**config.mk**
```make
export PLATFORM = sky130hd
export DESIGN_NAME = trig_counter
export DESIGN_NICKNAME = d
export VERILOG_FILES = /design/src/rtl/trig_counter_pkg.sv /design/src/rtl/trig_edge_det.sv /design/src/rtl/trig_counter.sv
export SDC_FILE = /design/constraint.sdc
export NUM_CORES = 1
export LEC_CHECK = 0
export CAP_MARGIN = 20
export CELL_PAD_IN_SITES_DETAIL_PLACEMENT = 1
export CELL_PAD_IN_SITES_GLOBAL_PLACEMENT = 2
export CORE_AREA = 8 8 45 47
export CTS_CLUSTER_SIZE = 24
export DETAILED_ROUTE_END_ITERATION = 8
export DIE_AREA = 0 0 53 55
export PLACE_DENSITY = 0.54
export SETUP_SLACK_MARGIN = 0.5
export SLEW_MARGIN = 5
export SYNTH_ARGS = -nofsm -noshare
export SYNTH_HDL_FRONTEND = slang
export SYNTH_SLANG_ARGS = --single-unit
```
**constraint.sdc**
```tcl
create_clock -name clk -period 1.2 [get_ports clk]
set_clock_uncertainty 0.2 [all_clocks]
set_input_delay 0.12 -clock clk [delete_from_list [all_inputs] [get_ports clk]]
set_output_delay 0.12 -clock clk [all_outputs]
set_load 0.01 [all_outputs]
```
**src/rtl/trig_counter_pkg.sv**
```systemverilog
// trig_counter_pkg: shared constants and latency helper for trig_counter.
// Latency depends on the TRIG_COUNTER_SYNC_EN build option.
package trig_counter_pkg;
  localparam int SYNC_STAGES = 2;
  localparam int WIDTH_DEFAULT = 4;
  function automatic int trig_latency();
`ifdef TRIG_COUNTER_SYNC_EN
    return SYNC_STAGES + 1;
`else
    return 1;
`endif
  endfunction
endpackage

```
**src/rtl/trig_edge_det.sv**
```systemverilog
// trig_edge_det: optional trigger synchronizer plus rising-edge detector.
// TRIG_COUNTER_SYNC_EN adds a SYNC_STAGES-deep synchronizer in front of the history flop.
module trig_edge_det
  import trig_counter_pkg::*;
(
  input  logic clk,
  input  logic rst,
  input  logic i_trig,
  output logic o_edge
);
  logic w_trig_c;
  logic r_trig_d;
`ifdef TRIG_COUNTER_SYNC_EN
  logic [SYNC_STAGES-1:0] r_sync;
  always_ff @(posedge clk or negedge rst)
    if (!rst) r_sync <= '0;
    else      r_sync <= {r_sync[SYNC_STAGES-2:0], i_trig};
  assign w_trig_c = r_sync[SYNC_STAGES-1];
`else
  assign w_trig_c = i_trig;
`endif
  always_ff @(posedge clk or negedge rst)
    if (!rst) r_trig_d <= 1'b0;
    else      r_trig_d <= w_trig_c;
  assign o_edge = w_trig_c & ~r_trig_d;
endmodule

```
**src/rtl/trig_counter.sv**
```systemverilog
// trig_counter: counts rising edges of trig modulo 2^WIDTH.
// Build option TRIG_COUNTER_SYNC_EN inserts a 2-flop input synchronizer.
module trig_counter
  import trig_counter_pkg::*;
#(
  parameter int WIDTH = WIDTH_DEFAULT
) (
  input  logic             clk,
  input  logic             rst,
  input  logic             trig,
  output logic [WIDTH-1:0] count
);
  if (WIDTH < 1 || WIDTH > 32) begin : g_bad_width
    $error("trig_counter: WIDTH must be in 1..32");
  end
  logic             w_edge;
  logic [WIDTH-1:0] r_count;
  trig_edge_det u_edge (
    .clk    (clk),
    .rst    (rst),
    .i_trig (trig),
    .o_edge (w_edge)
  );
  always_ff @(posedge clk or negedge rst)
    if (!rst)        r_count <= '0;
    else if (w_edge) r_count <= r_count + WIDTH'(1);
  assign count = r_count;
endmodule

```
==> results.md, run 1 <==
* Status: finished with violations
* Failing checks: hold timing, setup timing
* Seq pwr share at 33.1%
* Total power at 0.878 mW
* Critical Path End Type: flop
* Layout area overhead at 81.8%
* Utilization after layout at 26.1%
* Starting Density at around 14%
* Fin. max-slew vios at 0
* Fin nets at 35
* Peak supply drop at 0.419 mV
* Vias at 162
* PD cells at 2430 nW/um^2
* R2R depth at 2
* Die Y at 55 um
* PortBufs at 6
* Final critical-path required period at between 1 and 1.5 ns
* Setup ws final at -0.0516 ns
* Fmax at 799 MHz
* Largest stage delay, worst path at roughly 0.39 ns
* Fin. Hold Viols at 5
* Endpoints failing setup at 1
* P_int at 0.609 mW
* Comb pwr share at 45.1%
* Synth warnings at 0
* Wirelength per Cell at 10.4 um
* Drt total wl at around 480 um
* GP Congestion at 0.590
* DR pass1 iterations at 1
* Initial antenna violation count at 0
* Worst-margin pin slew at 0.241 ns
* Headroom to the max-slew limit at 83.9%
* Share of the yosys chip area belonging to registers at 62.9%
* CP Class: reg -> reg
* Drt initial violations at 0
* CTS Sinks at 5
* Die Wd at 53 um
* Clock H-tree levels at 1
* Via/cell ratio at 3.52
* Place WS at -0.250 ns
* CP cell instances: ha_1 -> mux2_4
* Period utilization at 104%
* Net Sw Frac at just over 30%
* Syn nets at 17
* Clk buf depth at 2
* Max_cap viols at 0
* Vias in the first global route at between 150 and 200
* Min Hold Slack at -0.0901 ns
* Tot GR Track Use at 3.72%
* CP max FO at 3
* Num ports at 7
* Clk slew on worst S/H paths at ~0.040 ns
* Ant diodes at 0
* Startpoint type of the worst setup path: flop
* Share of cells above drive strength 1 at 56.7%
* Dpl cell area at 317 um^2
* Post-Synthesis Mean Instance Area at 15.3 um^2
* RSZ-0062 raised after global routing: true
* CTS Buf Count at 3
* Count of cell types in the netlist at 8
* Largest net degree at the start of global routing at 6
* First-pass GRT wire length at about 750 um
* Die ar. at 2920 um^2
* Synth Instances at 13
* Data required, critical path at 1.12 ns
* Post-route ant nets at 0
* Synth Register Bits at 5
* Skew-Pair Late Insertion Delay at 0.24 ns
* Worst R2R Setup Slack at -0.05 ns
* Min-Delay Path Class: in -> async
* Root buffer cell: clkbuf_4
* Grt total ovfl at 0
* Worst path slowest cell: dfrtp_1
* Worst r2r dst: count[1]$_DFFE_PN0P_
* CTS tree: built
* CP arrival at 1.17 ns
* Cell Rows at 14
* Post-route cell area at 362 um^2
* Psw at 0.269 mW
* Area of the core at 1380 um^2
* Post-Syn Area at 199 um^2
* LEAKAGE at approximately 0.17 nW
* Worst r2r src: count[0]$_DFFE_PN0P_
* # DRC at 0
* Clock power share at 21.9%
## what timing repair did
action,in CTS,in global routing
setup endpoints to repair,8,8
gates resized for setup,18,4
endpoints found under the hold margin,5,5
setup buffers,2,0
pin swaps,5,3
cloned,0,0
## registers in the layout, summed over array words and instances (netlist names)
signal / count
count: 4
u_edge.r_trig_d: 1
## area by class of cell
type,instances,area (um^2)
repair buffers,13,110
flip-flops and latches,5,125
well taps,16,20.0
multi-input cells,8,80.1
fillers,160,1020
clock buffers,4,26.3
## power by group through the flow
stage	Sequential (mW)	Clock, mW	Combinational, mW
after floorplan	0.338	0	0.0889
after global placement	0.294	0	0.383
after detailed placement	0.297	0	0.389
after CTS	0.289	0.200	0.376
after global routing	0.301	0.220	0.425
final	0.290	0.192	0.396
## cell families after synthesis
family	synth area share [%]
flops	62.9
xor+xnor	13.2
simple gates	11.9
mux	5.66
fa+ha+maj	6.29
## Yosys cell counts
library cell,number,area share (%)
dfrtp_1,5,63
ha_1,1,6.3
mux2_2,1,5.7
nor2b_4,1,6.9
nand2_1,1,1.9
xnor2_1,2,8.8
nand4_1,1,3.1
xor2_1,1,4.4
## placed cells by master, fill, tap and decap left out
master           count
nor2b_4              1
ha_1                 1
nand4_1              1
xnor2_1              2
nand2_2              1
clkbuf_1             1
buf_6                4
clkbuf_4             3
dfrtp_1              5
buf_4                4
buf_2                3
mux2_4               1
clkdlybuf4s50_1      2
xor2_1               1
## worst max-delay path by stage
stage	endpoint	from
2_1_floorplan	count[1]$_DFFE_PN0P_	count[1]$_DFFE_PN0P_
3_3_place_gp	count[1]$_DFFE_PN0P_	trig
3_5_place_dp	count[1]$_DFFE_PN0P_	trig
4_1_cts	count[1]$_DFFE_PN0P_	count[1]$_DFFE_PN0P_
5_1_grt	count[1]$_DFFE_PN0P_	count[0]$_DFFE_PN0P_
6_report	count[1]$_DFFE_PN0P_	count[0]$_DFFE_PN0P_
## critical path: cells and delay by family, from the launching register on
kind       cells  cell delay (ns)
flops          1             0.39
fa+ha+maj      1             0.29
mux            1             0.25
## routing by layer
metal / up-vias / GRT usage (%) / routed length (um)
met2: 4 / 6.45 / 264
met3: 0 / 1.34 / 32
met5: - / 0 / 0
li1: 77 / - / -
met4: 0 / 5.17 / 0
met1: 81 / 2.75 / 181
## stage by stage
step,TNS [ns],instances,hold slack (ns)
after global routing,-0.147,46,-0.0805
final,-0.0516,46,-0.0901
after global placement,-0.793,40,0.163
after floorplan,-0.0762,13,-0.376
after detailed placement,-0.853,40,0.174
after CTS,-0.0588,46,-0.0822
Note: power is estimated with default switching activity, not from simulation.
==> run 2, diff against run 1 <==
--- a/config.mk
+++ b/config.mk
@@ -12,9 +12,10 @@
 export CTS_CLUSTER_SIZE = 24
 export DETAILED_ROUTE_END_ITERATION = 8
 export DIE_AREA = 0 0 53 55
+export GPL_TIMING_DRIVEN = 0
 export PLACE_DENSITY = 0.54
 export SETUP_SLACK_MARGIN = 0.5
-export SLEW_MARGIN = 5
+export SLEW_MARGIN = 20
 export SYNTH_ARGS = -nofsm -noshare
 export SYNTH_HDL_FRONTEND = slang
 export SYNTH_SLANG_ARGS = --single-unit
==> results.md, run 2 (synthesis results as in run 1) <==
* Status: finished with violations (unchanged)
* Failing checks: hold timing, setup timing (unchanged)
* PD cells at 2700 nW/um^2 (was 2430 nW/um^2)
* Critical Path End Type: flop (unchanged)
* DR pass1 iterations at 1 (unchanged)
* Clk buf depth at 2 (unchanged)
* Worst R2R Setup Slack at -0.06 ns (was -0.05 ns)
* Final critical-path required period at 1.26 ns (was 1.25 ns)
* Startpoint type of the worst setup path: flop (unchanged)
* Vias in the first global route at 183 (was 193)
* First-pass GRT wire length at 814 um (was 752 um)
* Comb pwr share at 46.6% (was 45.1%)
* Seq pwr share at 32.0% (was 33.1%)
* Worst r2r dst: count[1]$_DFFE_PN0P_ (unchanged)
* RSZ-0062 raised after global routing: true (unchanged)
* Cell Rows at 14 (unchanged)
* Hold path depth at 1
* Worst-margin pin slew at 0.234 ns (was 0.241 ns)
* Most frequent cells in the layout: dfrtp_1 (5), buf_4 (5), clkbuf_4 (3) (was dfrtp_1 (5), buf_6 (4), buf_4 (4), clkbuf_4 (3), buf_2 (3))
* Max_cap viols at 0 (unchanged)
* PortBufs at 6 (unchanged)
* Data required, critical path at 1.13 ns (was 1.12 ns)
* Grt total ovfl at 0 (unchanged)
* Min Hold Slack at -0.179 ns (was -0.0901 ns)
* R2R depth at 2 (unchanged)
* Worst r2r src: count[1]$_DFFE_PN0P_ (was count[0]$_DFFE_PN0P_)
* Initial antenna violation count at 0 (unchanged)
* Largest net degree at the start of global routing at 6 (unchanged)
* Starting Density at 14.4% (unchanged)
* Drt total wl at 486 um (was 478 um)
* Layout area overhead at 71.7% (was 81.8%)
* Fin. Hold Viols at 6 (was 5)
* Endpoints failing setup at 2 (was 1)
* Tot GR Track Use at 4.71% (was 3.72%)
* CP max FO at 3 (unchanged)
* Hold path start: trig
* Min-Delay Path Class: in -> reg (was in -> async)
* Drt initial violations at 0 (unchanged)
* Clock H-tree levels at 1 (unchanged)
* Die Y at 55 um (unchanged)
* Clock power share at 21.4% (was 21.9%)
* Peak supply drop at 0.409 mV (was 0.419 mV)
* Period utilization at 105% (was 104%)
* Post-route ant nets at 0 (unchanged)
* GP Congestion at 0.573 (was 0.590)
* Skew-Pair Late Insertion Delay at 0.24 ns (about the same)
* Via/cell ratio at 3.61 (was 3.52)
* Ant diodes at 0 (unchanged)
* Place WS at -0.264 ns (was -0.250 ns)
* Setup ws final at -0.0618 ns (was -0.0516 ns)
* P_int at 0.639 mW (was 0.609 mW)
* Die ar. at 2920 um^2 (unchanged)
* Net Sw Frac at 30.6% (about the same)
* Filler instances at 164 (was 160)
* Total power at 0.921 mW (was 0.878 mW)
* Clk slew on worst S/H paths at 0.04 ns (about the same)
* CTS Buf Count at 3 (unchanged)
* # DRC at 0 (unchanged)
* Share of cells above drive strength 1 at 50.0% (was 56.7%)
* Psw at 0.282 mW (was 0.269 mW)
* Num ports at 7 (unchanged)
* CTS tree: built (unchanged)
* CP arrival at 1.19 ns (was 1.17 ns)
* Max FFs per register at 4 (unchanged)
* Area of the core at 1380 um^2 (unchanged)
* CP Class: reg -> reg (unchanged)
* Fmax at 792 MHz (was 799 MHz)
* Vias at 159 (was 162)
* Root buffer cell: clkbuf_4 (unchanged)
* CTS Sinks at 5 (unchanged)
* Fin nets at 33 (was 35)
* Worst hold path endpoint: u_edge.r_trig_d$_DFF_PN0_
* Die Wd at 53 um (unchanged)
* Wirelength per Cell at 11.0 um (was 10.4 um)
* Headroom to the max-slew limit at 84.4% (was 83.9%)
* Fin. max-slew vios at 0 (unchanged)
* LEAKAGE at 0.169 nW (was 0.172 nW)
## run 2: cell types whose count changed in the layout (fill, tap and decap cells not counted)
cell | previous run | this run
dlymetal6s2s_1 | 0 | 1
buf_6 | 4 | 2
clkdlybuf4s50_1 | 2 | 1
nand2_1 | 0 | 1
buf_4 | 4 | 5
nand2_2 | 1 | 0
buf_2 | 3 | 2
## run 2: what timing repair did
| item | in CTS | in global routing |
|---|---|---|
| endpoints found under the hold margin | 5 | 6 |
| pin swaps | 0 | 3 |
| gates resized for setup | 15 | 5 |
| setup buffers | 4 | 1 |
| setup endpoints to repair | 8 | 8 |
## run 2: per-layer routing
metal / wire length (um) / global-route usage (%) / vias up
met5: 0 / 0 / -
met3: 43 / 2.94 / 3
met1: 148 / 3.22 / 76
met4: 24 / 10.3 / 0
met2: 269 / 5.86 / 7
li1: - / - / 73
## run 2: critical path, cell delays in order, from the launching register on
cell and delay (ns):
dfrtp_1 0.39, ha_1 0.30, mux2_4 0.25
## run 2: layout make-up
| type | instances | area, um^2 | share of cell area (%) |
|---|---|---|---|
| Clock buffer | 4 | 26.3 | 7.69 |
| Multi-Input combinational cell | 8 | 77.6 | 22.7 |
| Sequential cell | 5 | 125 | 36.6 |
| Tap cell | 16 | 20.0 | 5.86 |
| Timing Repair Buffer | 11 | 92.6 | 27.1 |
## run 2: through the flow
| step | utilization [%] | cell area, um^2 | instances | hold WS (ns) | setup TNS [ns] |
|---|---|---|---|---|---|
| 2_1_floorplan | - | 199 | 13 | -0.376 | -0.0762 |
| 3_3_place_gp | 20.2 | 279 | 35 | 0.160 | -0.771 |
| 3_5_place_dp | 20.2 | 279 | 35 | 0.163 | -0.813 |
| 4_1_cts | 23.4 | 324 | 43 | -0.101 | -0.110 |
| 5_1_grt | 24.7 | 342 | 44 | -0.153 | -0.135 |
| 6_report | 24.7 | 342 | 44 | -0.179 | -0.0735 |
## run 2: worst max path at each step
| stage | startpoint | endpoint | slack (ns) | depth (start not counted) |
|---|---|---|---|---|
| after detailed placement | trig | count[1]$_DFFE_PN0P_ | -0.26 | 3 |
| final | count[1]$_DFFE_PN0P_ | count[1]$_DFFE_PN0P_ | -0.06 | 2 |
| after floorplan | count[1]$_DFFE_PN0P_ | count[1]$_DFFE_PN0P_ | -0.08 | 2 |
| after CTS | count[0]$_DFFE_PN0P_ | count[1]$_DFFE_PN0P_ | -0.07 | 2 |
| after global placement | trig | count[1]$_DFFE_PN0P_ | -0.25 | 3 |
| after global routing | count[1]$_DFFE_PN0P_ | count[1]$_DFFE_PN0P_ | -0.09 | 2 |
## run 2: power by group through the flow
stage	Sequential [mW]	Clock, mW	Combinational, mW
after floorplan	0.338	0	0.0889
after global placement	0.315	0	0.286
after detailed placement	0.317	0	0.298
after CTS	0.291	0.205	0.376
after global routing	0.306	0.211	0.472
final	0.294	0.197	0.429
==> run 3, diff against run 2 <==
--- a/config.mk
+++ b/config.mk
@@ -13,9 +13,12 @@
 export DETAILED_ROUTE_END_ITERATION = 8
 export DIE_AREA = 0 0 53 55
 export GPL_TIMING_DRIVEN = 0
+export MAX_ROUTING_LAYER = met4
 export PLACE_DENSITY = 0.54
+export RECOVER_POWER = 50
 export SETUP_SLACK_MARGIN = 0.5
 export SLEW_MARGIN = 20
 export SYNTH_ARGS = -nofsm -noshare
 export SYNTH_HDL_FRONTEND = slang
+export SYNTH_HIERARCHICAL = 1
 export SYNTH_SLANG_ARGS = --single-unit
==> results.md, run 3 <==
* Primary FF master, synth: dfrtp_1 (unchanged)
* CP cell instances: ha_4 -> mux2_4 (was ha_1 -> mux2_4)
* Psw at 0.287 mW (was 0.282 mW)
* Largest stage delay, worst path at 0.41 ns (was 0.39 ns)
* Drt total wl at 504 um (was 486 um)
* Ant diodes at 0 (unchanged)
* Max_cap viols at 0 (unchanged)
* PD cells at 2610 nW/um^2 (was 2700 nW/um^2)
* CTS Buf Count at 3 (unchanged)
* Post-Syn Area at 199 um^2 (unchanged)
* First-pass GRT wire length at 828 um (was 814 um)
* Seq pwr share at 32.6% (was 32.0%)
* LEAKAGE at 0.164 nW (was 0.169 nW)
* Clk slew on worst S/H paths at 0.04 ns (about the same)
* Setup TNS at -0.0232 ns (was -0.0735 ns)
* Vias at 149 (was 159)
* Grt total ovfl at 0 (unchanged)
* Fin nets at 33 (unchanged)
* RSZ-0062 raised after global routing: true (unchanged)
* Headroom to the max-slew limit at 83.4% (was 84.4%)
* Via/cell ratio at 3.39 (was 3.61)
* Skew-Pair Late Insertion Delay at 0.24 ns (about the same)
* Area of the core at 1380 um^2 (unchanged)
* Synth async-reset ratio at 100% (unchanged)
* Share of cells above drive strength 1 at 53.6% (was 50.0%)
* Num ports at 7 (unchanged)
* Largest net degree at the start of global routing at 6 (unchanged)
* Cell Rows at 14 (unchanged)
* Failing checks: hold timing, setup timing (unchanged)
* Net Sw Frac at 30.7% (was 30.6%)
* Clk buf depth at 2 (unchanged)
* Critical Path End Type: flop (unchanged)
* Root buffer cell: clkbuf_4 (unchanged)
* Synth Instances at 13 (unchanged)
* Top cell type by total area after synthesis: dfrtp_1 (unchanged)
* Post-synth EDFFs at 0 (unchanged)
* Die Y at 55 um (unchanged)
* P_int at 0.647 mW (was 0.639 mW)
* Fin. Hold Viols at 6 (unchanged)
* Drt initial violations at 0 (unchanged)
* Share of the yosys chip area belonging to registers at 62.9% (unchanged)
* Worst path slowest cell: dfrtp_1 (unchanged)
* Total power at 0.934 mW (was 0.921 mW)
* Utilization after layout at 25.9% (was 24.7%)
* Initial antenna violation count at 0 (unchanged)
* Comb pwr share at 47.3% (was 46.6%)
* Dpl cell area at 279 um^2 (unchanged)
* Starting Density at 14.4% (unchanged)
* Status: finished with violations (unchanged)
* CP arrival at 1.13 ns (was 1.19 ns)
* Layout area overhead at 79.9% (was 71.7%)
* Filler instances at 163 (was 164)
* Setup ws final at -0.0128 ns (was -0.0618 ns)
* DR pass1 iterations at 1 (unchanged)
* Hold path depth at 1 (unchanged)
* Synth warnings at 6 (was 0)
* Min Hold Slack at -0.0510 ns (was -0.179 ns)
* Peak supply drop at 0.496 mV (was 0.409 mV)
* Period utilization at 101% (was 105%)
* PortBufs at 6 (unchanged)
* Post-synth top area share at 62.9% (unchanged)
* Place WS at -0.262 ns (was -0.264 ns)
* Final critical-path required period at 1.21 ns (was 1.26 ns)
* Vias in the first global route at 188 (was 183)
* Syn nets at 17 (unchanged)
* Die Wd at 53 um (unchanged)
* Clock power share at 20.2% (was 21.4%)
* Largest cells by area after synthesis: dfrtp_1 (63%), xnor2_1 (8.8%), nor2b_4 (6.9%) (unchanged)
* Most frequent cells in the layout: dfrtp_1 (5), buf_6 (4), clkbuf_4 (3), buf_4 (3) (was dfrtp_1 (5), buf_4 (5), clkbuf_4 (3))
* Most common cell after layout, fill and taps aside: dfrtp_1
* Endpoints failing setup at 2 (unchanged)
* Count of cell types in the netlist at 8 (unchanged)
* Synth Register Bits at 5 (unchanged)
* Most numerous cell in the Yosys netlist: dfrtp_1 (unchanged)
* GP Congestion at 0.616 (was 0.573)
* Non-filler instance count after layout at 44 (unchanged)
* Startpoint type of the worst setup path: flop (unchanged)
* CP Class: reg -> reg (unchanged)
* Die ar. at 2920 um^2 (unchanged)
* Placed cell count at 35 (unchanged)
* Post-Synthesis Mean Instance Area at 15.3 um^2 (unchanged)
* CTS Sinks at 5 (unchanged)
* Fin. max-slew vios at 0 (unchanged)
* R2R depth at 2 (unchanged)
* Data required, critical path at 1.12 ns (was 1.13 ns)
* Most common library cells after synthesis: dfrtp_1 (5), xnor2_1 (2) (unchanged)
* # DRC at 0 (unchanged)
* Fmax at 825 MHz (was 792 MHz)
* Wirelength per Cell at 11.5 um (was 11.0 um)
* Max FFs per register at 4 (unchanged)
* Post-route ant nets at 0 (unchanged)
* Post-route cell area at 358 um^2 (was 342 um^2)
* HPWL Detailed at 324 um
* CP max FO at 2 (was 3)
* Worst-margin pin slew at 0.248 ns (was 0.234 ns)
* Clock H-tree levels at 1 (unchanged)
* Min-Delay Path Class: in -> reg (unchanged)
* Tot GR Track Use at 4.57% (was 4.71%)
* CTS tree: built (unchanged)
==> run 3: cell families (layout without fill, tap and decap cells) <==
family,count (synthesis),count (layout),share of synthesized area (%)
XOR/XNOR,3,3,13.2
adder cells (fa/ha/maj),1,1,6.29
buffers and inverters,0,15,0
flip-flops,5,5,62.9
multiplexers,1,1,5.66
AND/OR/NAND/NOR,3,3,11.9
==> run 3: worst paths after layout <==
check	end	slack [ns]	from
setup / recovery	count[1]$_DFFE_PN0P_	-0.01	count[1]$_DFFE_PN0P_
hold / removal	u_edge/r_trig_d$_DFF_PN0_	-0.05	trig
setup reg to reg	count[1]$_DFFE_PN0P_	-0.01	count[1]$_DFFE_PN0P_
hold reg to reg	count[2]$_DFFE_PN0P_	0.35	count[2]$_DFFE_PN0P_
max in group asynchronous	count[3]$_DFFE_PN0P_	0.61	rst
min in group asynchronous	count[1]$_DFFE_PN0P_	-0.02	rst
==> run 3: area by class of cell <==
| cell class | count | area [um^2] | share of cell area [%] |
|---|---|---|---|
| multi-input combinational | 8 | 90.1 | 25.2 |
| tap | 16 | 20.0 | 5.59 |
| clock buffer | 4 | 26.3 | 7.34 |
| sequential | 5 | 125 | 35.0 |
| timing repair buffer | 11 | 96.3 | 26.9 |
==> run 3: worst max-delay path, delay by kind of cell (launching register included) <==
family | cells | cell delay (ns)
adders and majority gates | 1 | 0.24
DFF | 1 | 0.41
muxes | 1 | 0.25
==> run 3: power groups by stage <==
stage / registers [mW] / clock network, mW / logic (mW)
final: 0.304 / 0.189 / 0.442
after global routing: 0.312 / 0.213 / 0.487
after detailed placement: 0.319 / 0 / 0.292
after CTS: 0.288 / 0.197 / 0.405
after floorplan: 0.338 / 0 / 0.0889
after global placement: 0.314 / 0 / 0.285
==> run 3: metal layers <==
layer / vias to the layer above / wire [um] / GRT usage (%)
li1: 74 / - / -
met1: 72 / 157 / 3.06
met2: 3 / 315 / 6.84
met3: 0 / 31 / 2.94
met4: 0 / 0 / 6.47
met5: - / 0 / -
==> run 3: timing repair <==
item,4_1_cts,5_1_grt
resized for setup,19,5
setup endpoints to repair,8,8
buffers inserted,5,0
hold endpoints to repair,6,6
pin swaps,2,5
